===== src/rtl/jpeg_idct_transpose_rd.sv =====
`default_nettype none
// ============================================================================
//  Module      : jpeg_idct_transpose_rd
//  Description : Column-major reader for the IDCT ping-pong transpose RAM.
//                Streams a full bank to the column pass and hands it back.
//  Revision    : 1.0 - initial release
// ============================================================================
module jpeg_idct_transpose_rd #(
   parameter int SAMPLE_W = 16,
   parameter int BLK_N    = 8
) (
   input  logic                  clk_i,
   input  logic                  rst_i,
   input  logic [1:0]            bank_valid_i,
   output logic [1:0]            bank_release_o,
   output logic                  rd0_o,
   output logic                  rd1_o,
   output logic [4:0]            addr0_o,
   output logic [4:0]            addr1_o,
   input  logic [2*SAMPLE_W-1:0] data0_i,
   input  logic [2*SAMPLE_W-1:0] data1_i,
   output logic                  outport_valid_o,
   output logic [SAMPLE_W-1:0]   outport_data_o,
   output logic [5:0]            outport_idx_o,
   output logic                  outport_last_o,
   input  logic                  outport_accept_i
);

   localparam logic [5:0] c_LAST_BEAT = 6'(BLK_N * BLK_N - 1);

   typedef enum logic [1:0] {
      S_IDLE    = 2'd0,
      S_READ    = 2'd1,
      S_DRAIN   = 2'd2,
      S_RELEASE = 2'd3
   } state_t;

   state_t              r_state;
   logic                r_ptr;
   logic [5:0]          r_beat;
   logic [1:0]          r_release;

   logic                r_pend;
   logic                r_pend_half;
   logic [5:0]          r_pend_idx;
   logic                r_pend_last;

   logic [SAMPLE_W-1:0] r_fifo_data [2];
   logic [5:0]          r_fifo_idx  [2];
   logic                r_fifo_last [2];
   logic                r_wr_sel;
   logic                r_rd_sel;
   logic [1:0]          r_cnt;

   logic                  w_pop;
   logic [2:0]            w_used;
   logic                  w_issue;
   logic [4:0]            w_addr;
   logic [2*SAMPLE_W-1:0] w_rdata;
   logic [SAMPLE_W-1:0]   w_sample;
   logic                  w_head_last;

   // A slot freed by this cycle's pop is reusable, which keeps full throughput
   // while never letting buffered plus in-flight samples exceed two.
   assign w_pop       = (r_cnt != 2'd0) && outport_accept_i;
   assign w_used      = {1'b0, r_cnt} + {2'b00, r_pend};
   assign w_issue     = (r_state == S_READ) && (w_used < (3'd2 + {2'b00, w_pop}));
   assign w_addr      = {r_beat[2:0], r_beat[5:4]};
   assign w_rdata     = r_ptr ? data1_i : data0_i;
   assign w_sample    = r_pend_half ? w_rdata[2*SAMPLE_W-1:SAMPLE_W] : w_rdata[SAMPLE_W-1:0];
   assign w_head_last = r_fifo_last[r_rd_sel];

   assign rd0_o   = w_issue && !r_ptr;
   assign rd1_o   = w_issue &&  r_ptr;
   assign addr0_o = rd0_o ? w_addr : 5'd0;
   assign addr1_o = rd1_o ? w_addr : 5'd0;

   assign bank_release_o  = r_release;
   assign outport_valid_o = (r_cnt != 2'd0);
   assign outport_data_o  = r_fifo_data[r_rd_sel];
   assign outport_idx_o   = r_fifo_idx[r_rd_sel];
   assign outport_last_o  = w_head_last;

   always_ff @(posedge clk_i) begin
      if (rst_i) begin
         r_state   <= S_IDLE;
         r_ptr     <= 1'b0;
         r_beat    <= 6'd0;
         r_release <= 2'b00;
      end else begin
         r_release <= 2'b00;
         case (r_state)
            S_IDLE: begin
               if (bank_valid_i[r_ptr]) begin
                  r_state <= S_READ;
                  r_beat  <= 6'd0;
               end
            end
            S_READ: begin
               if (w_issue) begin
                  if (r_beat == c_LAST_BEAT) begin
                     r_state <= S_DRAIN;
                  end else begin
                     r_beat <= r_beat + 6'd1;
                  end
               end
            end
            S_DRAIN: begin
               if (!r_pend && (r_cnt == 2'd1) && w_pop && w_head_last) begin
                  r_state   <= S_RELEASE;
                  r_release <= r_ptr ? 2'b10 : 2'b01;
               end
            end
            S_RELEASE: begin
               // Going straight to READ lets the other bank start one cycle sooner.
               r_ptr  <= ~r_ptr;
               r_beat <= 6'd0;
               if (bank_valid_i[~r_ptr]) begin
                  r_state <= S_READ;
               end else begin
                  r_state <= S_IDLE;
               end
            end
            default: r_state <= S_IDLE;
         endcase
      end
   end

   always_ff @(posedge clk_i) begin
      if (rst_i) begin
         r_pend      <= 1'b0;
         r_pend_half <= 1'b0;
         r_pend_idx  <= 6'd0;
         r_pend_last <= 1'b0;
         r_wr_sel    <= 1'b0;
         r_rd_sel    <= 1'b0;
         r_cnt       <= 2'd0;
         for (int i = 0; i < 2; i++) begin
            r_fifo_data[i] <= '0;
            r_fifo_idx[i]  <= 6'd0;
            r_fifo_last[i] <= 1'b0;
         end
      end else begin
         r_pend      <= w_issue;
         r_pend_half <= r_beat[3];
         r_pend_idx  <= r_beat;
         r_pend_last <= (r_beat == c_LAST_BEAT);
         if (r_pend) begin
            r_fifo_data[r_wr_sel] <= w_sample;
            r_fifo_idx[r_wr_sel]  <= r_pend_idx;
            r_fifo_last[r_wr_sel] <= r_pend_last;
            r_wr_sel              <= ~r_wr_sel;
         end
         if (w_pop) begin
            r_rd_sel <= ~r_rd_sel;
         end
         r_cnt <= r_cnt + {1'b0, r_pend} - {1'b0, w_pop};
      end
   end

endmodule
`default_nettype wire

===== config.mk =====
export PLATFORM = sky130hd
export DESIGN_NAME = jpeg_idct_transpose_rd
export DESIGN_NICKNAME = d
export VERILOG_FILES = /design/src/rtl/jpeg_idct_transpose_rd.sv
export SDC_FILE = /design/constraint.sdc
export NUM_CORES = 1
export LEC_CHECK = 0
export CORE_MARGIN = 2
export CORE_UTILIZATION = 53
export CTS_BUF_LIST = sky130_fd_sc_hd__clkbuf_8
export DETAILED_ROUTE_END_ITERATION = 7
export PLACE_DENSITY = 0.95
export SYNTH_ARGS = -nofsm -noshare
export SYNTH_HDL_FRONTEND = slang
export SYNTH_SLANG_ARGS = --single-unit

===== constraint.sdc =====
create_clock -name clk_i -period 2.8 [get_ports clk_i]
set_input_delay 0.28 -clock clk_i [delete_from_list [all_inputs] [get_ports clk_i]]
set_output_delay 0.28 -clock clk_i [all_outputs]
set_load 0.005 [all_outputs]

==> results of run 1 <==
[logic make-up after synthesis]
group           Yosys count
buf+inv                  24
flops                    70
fa+ha+maj                10
xor+xnor                  5
compound gates           19
mux                      43
simple gates            114
[timing repair]
item | in CTS | in global routing
gates resized for setup | 8 | 9
endpoints found under the setup margin | 12 | 10
buffers inserted | 1 | 2
[worst reg2reg max path, cell delays in order (launching register included)]
cell and delay [ps]:
dfxtp_1 550, buf_4 400, mux4_2 590, and2_1 180
[power by group through the flow]
stage | clock network (mW) | registers, mW | logic [mW]
2_1_floorplan | 0 | 1.32 | 0.627
4_1_cts | 0.819 | 1.32 | 1.15
3_3_place_gp | 0 | 1.33 | 1.06
6_report | 0.809 | 1.32 | 1.17
3_5_place_dp | 0 | 1.34 | 1.10
5_1_grt | 0.870 | 1.33 | 1.27
[stage by stage]
step	total power [mW]	cell area [um^2]	utilization (%)	std cells
floorplan	1.94	3590	-	285
global placement	2.39	4730	70.8	461
detailed placement	2.45	4730	70.8	461
CTS	3.29	4960	74.2	478
global route	3.48	5000	74.8	480
finish	3.31	5000	74.8	480
[registers in the layout, indices dropped and copies added (netlist names), named ones only]
signal and count:
r_pend_idx 6, r_wr_sel 1, r_state 2, r_pend 1, r_ptr 1, bank_release_o 2
r_beat 6, r_cnt 2, r_rd_sel 1, r_fifo_idx 12, r_pend_last 1, r_fifo_data 32
r_fifo_last 2
[cells in the mapped netlist (all sizes together) (2+ instances only)]
| master | count | area share [%] |
|---|---|---|
| a211o | 2 | 0.49 |
| a21o | 2 | 0.42 |
| a21oi | 3 | 0.42 |
| a31oi | 2 | 0.35 |
| and2 | 58 | 10 |
| and3 | 5 | 0.87 |
| buf | 6 | 0.70 |
| clkbuf | 9 | 0.94 |
| dfxtp | 24 | 13 |
| edfxtp | 46 | 38 |
| ha | 10 | 3.5 |
| inv | 9 | 0.94 |
| mux2 | 23 | 7.2 |
| mux2i | 4 | 1.1 |
| mux4 | 16 | 10 |
| nand2 | 10 | 1.0 |
| nand3 | 6 | 0.84 |
| nor2 | 11 | 1.1 |
| nor2b | 7 | 1.2 |
| nor3 | 2 | 0.42 |
| nor4 | 2 | 0.35 |
| nor4b | 2 | 0.49 |
| o21ai | 4 | 0.66 |
| or2 | 4 | 0.70 |
| or4 | 2 | 0.42 |
| xnor2 | 3 | 0.73 |
| xor2 | 2 | 0.49 |
[final cells by class]
| class | instances | area (um^2) | area share [%] |
|---|---|---|---|
| inverter | 9 | 33.8 | 0.676 |
| timing repair buffer | 114 | 1130 | 22.7 |
| clock buffer | 9 | 124 | 2.48 |
| tap | 80 | 100 | 2.00 |
| multi-input combinational | 191 | 1670 | 33.4 |
| clock inverter | 7 | 72.6 | 1.45 |
| sequential | 70 | 1870 | 37.4 |
[how the worst min path moves through the flow]
stage	from	end	slack (ps)
floorplan	r_rd_sel	flip-flop	470
global route	r_pend_idx[4]	r_fifo_idx[0][4]	540
CTS	r_rd_sel	flip-flop	530
finish	r_pend_idx[2]	r_fifo_idx[1][2]	530
global placement	r_pend_idx[2]	r_fifo_idx[1][2]	500
detailed placement	r_rd_sel	flip-flop	510
[per-layer routing]
layer | GRT usage [%] | part of all wire [%]
met2 | 43.6 | 54
met3 | 6.95 | 7.2
met1 | 25.5 | 37
met4 | 9.94 | 2.1
met5 | 0 | 0
==> reports/qor.yml, run 1 <==
outcome: "completed"
clkPwrFrac_pct: 24.5
die_h_um: 86.3
p_leak_nw: 1.97
htree_levels: 3
path_class: "flip-flop to output pin"
synth_mux_area_share_pct: 18.4
grt.total_usage_pct: 23.8
cp_top_family: "simple AND/OR/NAND/NOR gates"
ys_seq_area_share_pct: 51.8
drcViolationCount: 0
maxCapViolCount: 0
synth_compound_area_share_pct: 3.83
drtPass1Iterations: 4
reg2reg_depth: 3
drive_above_1_share_pct: 18.8
p_seq_share_pct: 40.0
yosys.area_share.simple_pct: 18.7
cts_buffers: 9
fin_ws_ps: 51.9
hold_depth: 1
critical_path.max_fanout: 6
cp-start-kind: "flip-flop"
min_period_ps: 2750
period_share_pct: 98.1
pre_cts_slack_ps: 52.2
fin_setup_tns_ps: 0
required_ps: 2520
hold_slack_ps: 528
ant_nets: 0
rows: 30
holdBufCountCts: 0
final_common_cell: "clkdlybuf4s50_1"
viasPerCell: 5.65
finalMaxSlewViolations: 0
drt_wl_total_um: 8750
crit_cells: 7
synthAdderAreaFrac_pct: 3.48
die_w_um: 86.3
synth-edff-count: 46
nNetsFinal: 474
synth-seq-cells: 70
syn-num-nets: 364
combPwrFrac_pct: 35.5
setup_viol: 0
mostFrequentLayoutCells: "clkdlybuf4s50_1, and2_1, edfxtp_1, mux2_2, dfxtp_1"
ir_drop_mv: 0.332
hpwl_um: 6060
ios: 107
synth-main-ff-cell: "edfxtp_1"
worstPathCellList: "ha_1 -> ha_1 -> o21a_4 -> or3_4 -> nor2_4 -> and2_1 -> clkdlybuf4s50_1"
place.gp.congestion: 0.869
synth_cells: 285
cts_tree: "done"
critPathCapture: "addr1_o[1]"
worstPathBufferInverterCount: 1
rr_endpoint: "r_fifo_data[1][9]"
intPower_mw: 2.31
clock_skew_ps: 14.6
avgRoutedWirePerCell_um: 18.2
rsz0062_at_grt: "yes"
clkSinkCount: 70
cts_root_buffer: "clkbuf_8"
overflow: 0
num_antenna_cells: 0
synthXorXnorAreaFrac_pct: 1.22
max_freq_mhz: 364
power.switching_mw: 0.994
antenna_found_initial: 0
arrival_ps: 2470
synth_cell_types: 42
worstMarginPinSlew_ps: 886
drtIter0Drc: 150
synth_top_family_by_area: "simple AND/OR/NAND/NOR gates"
startpoint: "r_pend"
cts_max_path_buffers: 2
path_clk_slew_ps: 80
switching_share_pct: 30.1
grt_pass1_vias: 2826
cp_common_cell: "ha_1"
vias: 2714
syn_avg_cell_area_um2: 12.6
yosys_warnings: 0
hold_violations: 0
grt_max_degree: 27
rr_startpoint: "r_ptr"
initial_utilization_pct: 53.8
rrSetupSlack_ps: 840
io_buffers: 106
clk_latency_ps: 340
grt_pass1_wl_um: 13400
crit_path_end_kind: "output pin"
slew_headroom_pct: 40.8
syn_area_um2: 3590
async_flop_share_pct: 0
core_um2: 6680
cpMaxStageDelayCell: "clkdlybuf4s50_1"
critPathMaxStageDelay_ps: 500
power_density_nw_per_um2: 661
area_growth_syn_to_layout_pct: 39.1
worstHoldPathType: "flip-flop to flip-flop"
fill_cells: 422
die-area_um2: 7450
(Power assumes the default switching activity.)
==> run 2, diff against run 1 <==
--- a/config.mk
+++ b/config.mk
@@ -10,6 +10,7 @@
 export CTS_BUF_LIST = sky130_fd_sc_hd__clkbuf_8
 export DETAILED_ROUTE_END_ITERATION = 7
 export PLACE_DENSITY = 0.95
+export REMOVE_ABC_BUFFERS = 1
 export SYNTH_ARGS = -nofsm -noshare
 export SYNTH_HDL_FRONTEND = slang
 export SYNTH_SLANG_ARGS = --single-unit
==> reports/qor.yml, run 2 (synthesis results as in run 1) <==
antenna_found_initial: 0
hold_violations: 0
clkSinkCount: 70
overflow: 0
seqCellArea_um2: 1870
wl_met1_um: 3320
largest_reg_flops: 32
combPwrFrac_pct: 32.7
path_clk_slew_ps: 70
drtPass1Iterations: 4
place.gp.congestion: 0.926
die-area_um2: 7450
crit_path_end_kind: "output pin"
htree_levels: 3
ir_drop_mv: 0.482
p_seq_share_pct: 37.4
period_share_pct: 97.8
regMostFlops: "r_fifo_data"
area_growth_syn_to_layout_pct: 41.0
rr_startpoint: "r_pend"
ant_nets: 0
die_w_um: 86.3
worstMarginPinSlew_ps: 917
outcome: "completed"
avgRoutedWirePerCell_um: 17.5
drtIter0Drc: 108
cp-start-kind: "flip-flop"
fin_setup_tns_ps: 0
cts_max_path_buffers: 2
wl_met2_um: 4390
hold_depth: 1
holdCritStartpoint: "r_pend_idx[0]"
grt_max_degree: 27
rows: 30
worstHoldPathType: "flip-flop to flip-flop"
die_h_um: 86.3
fin_util_pct: 75.8
p_leak_nw: 2.01
num_antenna_cells: 0
setup_viol: 0
rrSetupSlack_ps: 710
multi_input_area_um2: 1660
mostFrequentLayoutCells: "clkdlybuf4s50_1, and2_1, edfxtp_1, mux2_2, dfxtp_1"
grt.total_usage_pct: 23.0
placed_area_um2: 4750
initial_utilization_pct: 53.8
fill_cells: 446
critical_path.max_fanout: 6
vias: 2696
nNetsFinal: 475
switching_share_pct: 27.3
rsz0062_at_grt: "yes"
dr_wl_met3_um: 494
hpwl_um: 5870
path_class: "flip-flop to output pin"
clkPwrFrac_pct: 29.9
core_um2: 6680
grt_pass1_wl_um: 13200
cts_root_buffer: "clkbuf_8"
max_freq_mhz: 365
power_density_nw_per_um2: 697
hold_slack_ps: 523
final_common_cell: "clkdlybuf4s50_1"
top_layer: "met4"
min_to: "r_fifo_idx[1][0]"
largest_registers: "r_fifo_data (32), r_fifo_idx (12)"
clk_latency_ps: 340
intPower_mw: 2.57
rr_endpoint: "r_beat[5]"
ios: 107
reg2reg_depth: 7
maxCapViolCount: 0
power.switching_mw: 0.964
postLayoutCellArea_um2: 5060
cts_tree: "done"
arrival_ps: 2460
clock_skew_ps: 7.19
drcViolationCount: 0
finalMaxSlewViolations: 0
grt_pass1_vias: 2859
required_ps: 2520
viasPerCell: 5.60
drive_above_1_share_pct: 18.5
cts_buffers: 9
drt_wl_total_um: 8430
power_mw: 3.53
io_buffers: 106
slew_headroom_pct: 38.8
min_period_ps: 2740
-- run 2: layout make-up --
cell class / count / share of cell area [%]
clock buffers: 9 / 2.45
flip-flops and latches: 70 / 36.9
repair buffers: 115 / 22.5
well taps: 80 / 1.98
inverters: 9 / 0.667
clock inverters: 7 / 2.69
multi-input cells: 191 / 32.8
-- run 2: worst max-delay path by stage --
stage	startpoint	end	slack (ps)	cells past startpoint
5_1_grt	r_state[1]	addr0_o[3]	-20	7
3_5_place_dp	outport_accept_i	addr0_o[3]	100	7
3_3_place_gp	outport_accept_i	addr0_o[3]	190	7
6_report	r_pend	addr0_o[3]	60	7
4_1_cts	r_pend	addr0_o[3]	-3	7
2_1_floorplan	r_ptr	r_beat[5]	560	4
-- run 2: power by group through the flow --
stage | registers [mW] | logic, mW | clock network [mW]
6_report | 1.32 | 1.15 | 1.06
5_1_grt | 1.34 | 1.25 | 1.10
4_1_cts | 1.32 | 1.14 | 1.06
3_5_place_dp | 1.34 | 1.11 | 0
3_3_place_gp | 1.33 | 1.08 | 0
2_1_floorplan | 1.36 | 0.557 | 0
-- run 2: layer usage --
layer / track usage, % / vias up
met5: 0 / -
met3: 4.95 / 28
li1: - / 1252
met2: 41.2 / 116
met1: 25.4 / 1300
met4: 12.1 / 0
-- run 2: metrics by stage --
stage | cells | setup WS [ps]
2_1_floorplan | 270 | 559
3_3_place_gp | 463 | 193
3_5_place_dp | 463 | 105
4_1_cts | 479 | -3.19
5_1_grt | 481 | -15.0
6_report | 481 | 62.6
-- run 2: what timing repair did --
action,4_1_cts,5_1_grt
setup buffers,0,2
hold buffers,0,0
endpoints found under the setup margin,12,10
resized for setup,6,9
pin swaps,0,0
cloned,0,0
-- run 2: worst max-delay path, cell delays in order (launching register included) --
cell             delay [ps]
dfxtp_4                 350
ha_1                    200
ha_1                    260
o21a_1                  120
or3_4                   370
nor2_4                  150
and2_4                  160
clkdlybuf4s50_1         500
==> run 3, diff against run 2 <==
--- a/config.mk
+++ b/config.mk
@@ -9,6 +9,7 @@
 export CORE_UTILIZATION = 53
 export CTS_BUF_LIST = sky130_fd_sc_hd__clkbuf_8
 export DETAILED_ROUTE_END_ITERATION = 7
+export GPL_TIMING_DRIVEN = 0
 export PLACE_DENSITY = 0.95
 export REMOVE_ABC_BUFFERS = 1
 export SYNTH_ARGS = -nofsm -noshare
==> reports/qor.yml, run 3 (synthesis results as in run 1) <==
outcome: "completed"
nNetsFinal: 469
core_um2: 6680
largest_registers: "r_fifo_data (32), r_fifo_idx (12)"
hold_depth: 1
cts_max_path_buffers: 2
final_common_cell: "clkdlybuf4s50_1"
fin_util_pct: 74.3
grt_pass1_wl_um: 12400
drtPass1Iterations: 6
cts_root_buffer: "clkbuf_8"
cp-start-kind: "flip-flop"
rrSetupSlack_ps: 490
ios: 107
regMostFlops: "r_fifo_data"
reg2reg_depth: 5
die_h_um: 86.3
path_class: "flip-flop to output pin"
worstPathCellList: "ha_1 -> ha_1 -> o21a_2 -> or3_4 -> nor2_4 -> and2_1 -> clkdlybuf4s50_1"
clk_latency_ps: 340
finalMaxSlewViolations: 0
avgRoutedWirePerCell_um: 16.6
holdCritStartpoint: "r_pend_idx[2]"
initial_utilization_pct: 53.8
clock_skew_ps: 13.8
holdBufCountCts: 0
fin_setup_tns_ps: 0
crit_path_end_kind: "output pin"
die_w_um: 86.3
viasPerCell: 5.48
hold_violations: 0
placed_area_um2: 4690
postLayoutCellArea_um2: 4970
cpMaxStageDelayCell: "clkdlybuf4s50_1"
power_density_nw_per_um2: 675
cts_buffers: 9
rsz0062_at_grt: "yes"
overflow: 0
die-area_um2: 7450
cp_common_cell: "ha_1"
io_buffers: 106
critical_path.max_fanout: 6
maxCapViolCount: 0
min_to: "r_fifo_idx[0][2]"
arrival_ps: 2420
slew_headroom_pct: 30.4
hold_slack_ps: 512
min_period_ps: 2700
period_share_pct: 96.6
critPathMaxStageDelay_ps: 500
worstMarginPinSlew_ps: 1040
cts_tree: "done"
hpwl_um: 5480
vias: 2604
max_freq_mhz: 370
drive_above_1_share_pct: 18.0
rows: 30
rr_endpoint: "r_state[1]"
largest_reg_flops: 32
area_growth_syn_to_layout_pct: 38.3
drcViolationCount: 0
worstHoldPathType: "flip-flop to flip-flop"
ir_drop_mv: 0.466
grt_max_degree: 28
ant_nets: 0
antenna_found_initial: 0
grt.total_usage_pct: 21.7
setup_viol: 0
required_ps: 2520
mostFrequentLayoutCells: "clkdlybuf4s50_1, and2_1, edfxtp_1, mux2_2, dfxtp_1"
p_leak_nw: 1.91
htree_levels: 3
grt_pass1_vias: 2701
path_clk_slew_ps: 80
fill_cells: 430
drt_wl_total_um: 7880
drtIter0Drc: 98
num_antenna_cells: 0
place.gp.congestion: 0.908
clkSinkCount: 70
run 3: cell count changes in the layout (fill, tap and decap cells not counted), sizes merged:
cell and delta:
dlymetal6s2s -4, dlygate4sd2 +3, clkinv -2, bufinv -2
inv +4, clkdlybuf4s50 +1, buf -6
run 3: timing repair:
item,4_1_cts,5_1_grt
buffers inserted,2,1
gates resized for setup,14,2
pin swaps,3,2
hold endpoints to repair,0,0
endpoints found under the setup margin,12,30
run 3: area by class of cell:
type | count | area [um^2] | area share [%]
flip-flops and latches | 70 | 1870 | 37.6
multi-input cells | 191 | 1660 | 33.5
repair buffers | 109 | 1080 | 21.8
clock buffers | 9 | 124 | 2.49
well taps | 80 | 100 | 2.02
clock inverters | 7 | 96.3 | 1.94
inverters | 9 | 33.8 | 0.680
run 3: worst max-delay path by stage:
stage,from,endpoint,slack (ps),depth (start not counted)
finish,r_pend,addr1_o[2],100,7
global route,r_cnt[0],addr1_o[1],-8,7
CTS,r_pend,addr0_o[1],0.1,7
detailed placement,rst_i,r_fifo_data[1][0],-340,4
global placement,rst_i,r_fifo_data[1][12],-330,4
floorplan,r_ptr,r_beat[5],560,4
run 3: where the power goes:
group	switching, mW	internal [mW]
Sequential	0.147	1.24
Clock	0.393	0.507
Combinational	0.422	0.645
Total	0.962	2.39
run 3: per-layer routing:
layer  global-route usage, %  part of all wire [%]
met4                    10.9                   2.5
met5                       0                     0
met2                    39.1                    52
met1                    24.4                    40
met3                    3.90                   5.5
run 3: stage by stage:
step                      std cells  setup WS [ps]  power (mW)
after floorplan                 270            559        1.92
after global placement          456           -330        2.37
after detailed placement        456           -340        2.42
after CTS                       474          0.131        3.36
after global routing            475          -7.66        3.52
final                           475           96.4        3.35
run 3: worst max-delay path, delay by kind of cell (launching register included):
kind | cells | cell delay [ps]
buffers and inverters | 1 | 500
DFF | 1 | 350
and+or+nand+nor | 3 | 650
AOI/OAI and AO/OA | 1 | 130
adders and majority gates | 2 | 460
==> patch: new RTL, flow settings as in run 3 <==
`SAMPLE_W`: 16 -> 24.
--- a/src/rtl/jpeg_idct_transpose_rd.sv
+++ b/src/rtl/jpeg_idct_transpose_rd.sv
@@ -8,3 +8,3 @@
 module jpeg_idct_transpose_rd #(
-   parameter int SAMPLE_W = 16,
+   parameter int SAMPLE_W = 24,
    parameter int BLK_N    = 8
Ports: changed (resized data0_i, data1_i and outport_data_o); port bits go from 107 to 147. The function was not compared with the original's and may differ.
==> patch against run 3 <==
- via count grew 27%
- clock power rose by 6.7%
- wire length is 38% higher
- clock skew increased by 0.0024 ns
- largest power group unchanged
- register-to-register slack better by 0.12 ns
- synthesized area grew 25%
- sequential share of layout area is 0.58 points lower
- worst setup slack got worse by 0.080 ns
- final area grew 28%
- power increased by 22%
- sequential cell count is 16 higher
- highest routed layer unchanged
==> patch: results (changes against run 3) <==
** Status
- Run status: finished clean (unchanged).

** GRT
- The aggregate global-route resource usage came to 23.7% (was 21.7%).
- The first-pass GRT wire length came to 16200 um (was 12400 um).
- The largest net degree at the start of global routing was 33 (was 28).
- Vias in the first global route :: 3391 (was 2701)

** Synth
- XOR/XNOR Fraction of Synth Area :: 0.978% (was 1.22%)
- Commonest cells in the netlist: sky130_fd_sc_hd__and2_1, sky130_fd_sc_hd__edfxtp_1, sky130_fd_sc_hd__mux2_2 (was sky130_fd_sc_hd__and2_1, sky130_fd_sc_hd__edfxtp_1, sky130_fd_sc_hd__dfxtp_1).
- Most area-consuming cells after synthesis :: sky130_fd_sc_hd__edfxtp_1, sky130_fd_sc_hd__mux4_2, sky130_fd_sc_hd__dfxtp_1 (was sky130_fd_sc_hd__edfxtp_1, sky130_fd_sc_hd__dfxtp_1, sky130_fd_sc_hd__and2_1)
- Number of different library cells in the post-synthesis netlist :: 43 (was 42)
- The post-synthesis compound-gate area fraction is 3.24% (was 3.83%).
- Post-synthesis sequential area ratio :: 52.3% (was 51.8%)
- The multiplexer fraction of the synthesized cell area was 20.8% (was 18.4%).
- The number of flops mapped to enable cells by yosys came to 62 (was 46).
- The adder-cell share of the synthesized area is 2.79% (was 3.48%).
- Cells after synthesis :: 338 (was 285)

** Placed design
- The estimated wirelength of the detail-placed design came to 7770 um (was 5480 um).
- Placed cells :: 571 (was 456)
- The final estimated routing congestion in global placement was 0.803 (was 0.908).
- The number of port buffers was 146 (was 106).

** Pwr
- Flop pwr share :: 40.8% (was 41.4%)
- Total leakage power :: 2.44 nW (was 1.91 nW)
- Switching share of power :: 28.5% (was 28.7%)
- The maximum VDD drop is 0.582 mV (was 0.466 mV).
- The combinational power share is 35.7% (was 31.8%).

** STA
- Clock Skews :: 0.0162 ns (was 0.0138 ns)
- The relative slew slack came to 12.2% (was 30.4%).

** Detailed routing
- Starting DRT DRC Count :: 167 (was 98)
- DRT Wirelength :: 10900 um (was 7880 um)
- Vias :: 3299 (was 2604)
- The number of iterations in the first detailed-routing pass came to 4 (was 6).

** Clock tree
- Number of gates resized after CTS :: 13 (was 14)
- Insertion delay to the later sink of the worst-skew pair :: 0.36 ns (was 0.34 ns)

** Final layout
- Leading registers by flop count :: r_fifo_data (48), r_fifo_idx (12) (was r_fifo_data (32), r_fifo_idx (12))
- The fraction of final layout cells sized beyond drive strength 1 came to 19.9% (was 18.0%).

** Worst setup path
- The worst path arrival time was 2.50 ns (was 2.42 ns).
- Maximum fanout encountered on the critical timing path :: 6 (unchanged)
[patch: cell count changes after synthesis, sizes merged, moves of 2 or more]
cell,delta
mux4,+8
buf,+3
mux2,+8
clkbuf,+2
and2,+16
edfxtp,+16
[patch: worst paths after layout]
path	startpoint	to	slack, ns	depth (start not counted)
hold reg to reg	r_pend_idx[5]$_SDFF_PP0_	r_fifo_idx[0][5]$_SDFFCE_PN0P_	0.53	1
setup / recovery	r_pend$_SDFF_PP0_	addr1_o[0]	0.02	7
setup reg to reg	register	r_state[1]$_SDFFE_PP0P_	0.61	5
hold / removal	r_pend_idx[5]$_SDFF_PP0_	r_fifo_idx[0][5]$_SDFFCE_PN0P_	0.53	1
[patch: layout make-up]
| type | instances | area [um2] |
|---|---|---|
| clock buffers | 9 | 124 |
| well taps | 105 | 131 |
| repair buffers | 154 | 1560 |
| inverters | 9 | 33.8 |
| flip-flops and latches | 86 | 2350 |
| fillers | 487 | 1870 |
| multi-input cells | 223 | 2050 |
| clock inverters | 7 | 96.3 |
[patch: metrics by stage]
step                      setup slack, ns  TNS (ns)  total power, W  instance area [um2]  hold WS, ns
final                              0.0161         0         0.00408                 6340        0.526
after global routing              -0.0534   -0.0585         0.00428                 6340        0.551
after global placement             -0.709    -25.99         0.00296                 5990        0.490
after detailed placement           -0.689    -23.43         0.00307                 6040        0.507
after CTS                         0.00137         0         0.00406                 6300        0.529
after floorplan                     0.231         0         0.00236                 4400        0.349
[patch: per-layer routing]
metal | wire (um) | global-route usage (%) | up-vias
met5 | 0 | 0 | -
li1 | - | - | 1529
met4 | 302 | 9.64 | 0
met3 | 1020 | 6.19 | 28
met2 | 5650 | 43.9 | 163
met1 | 3910 | 25.5 | 1579
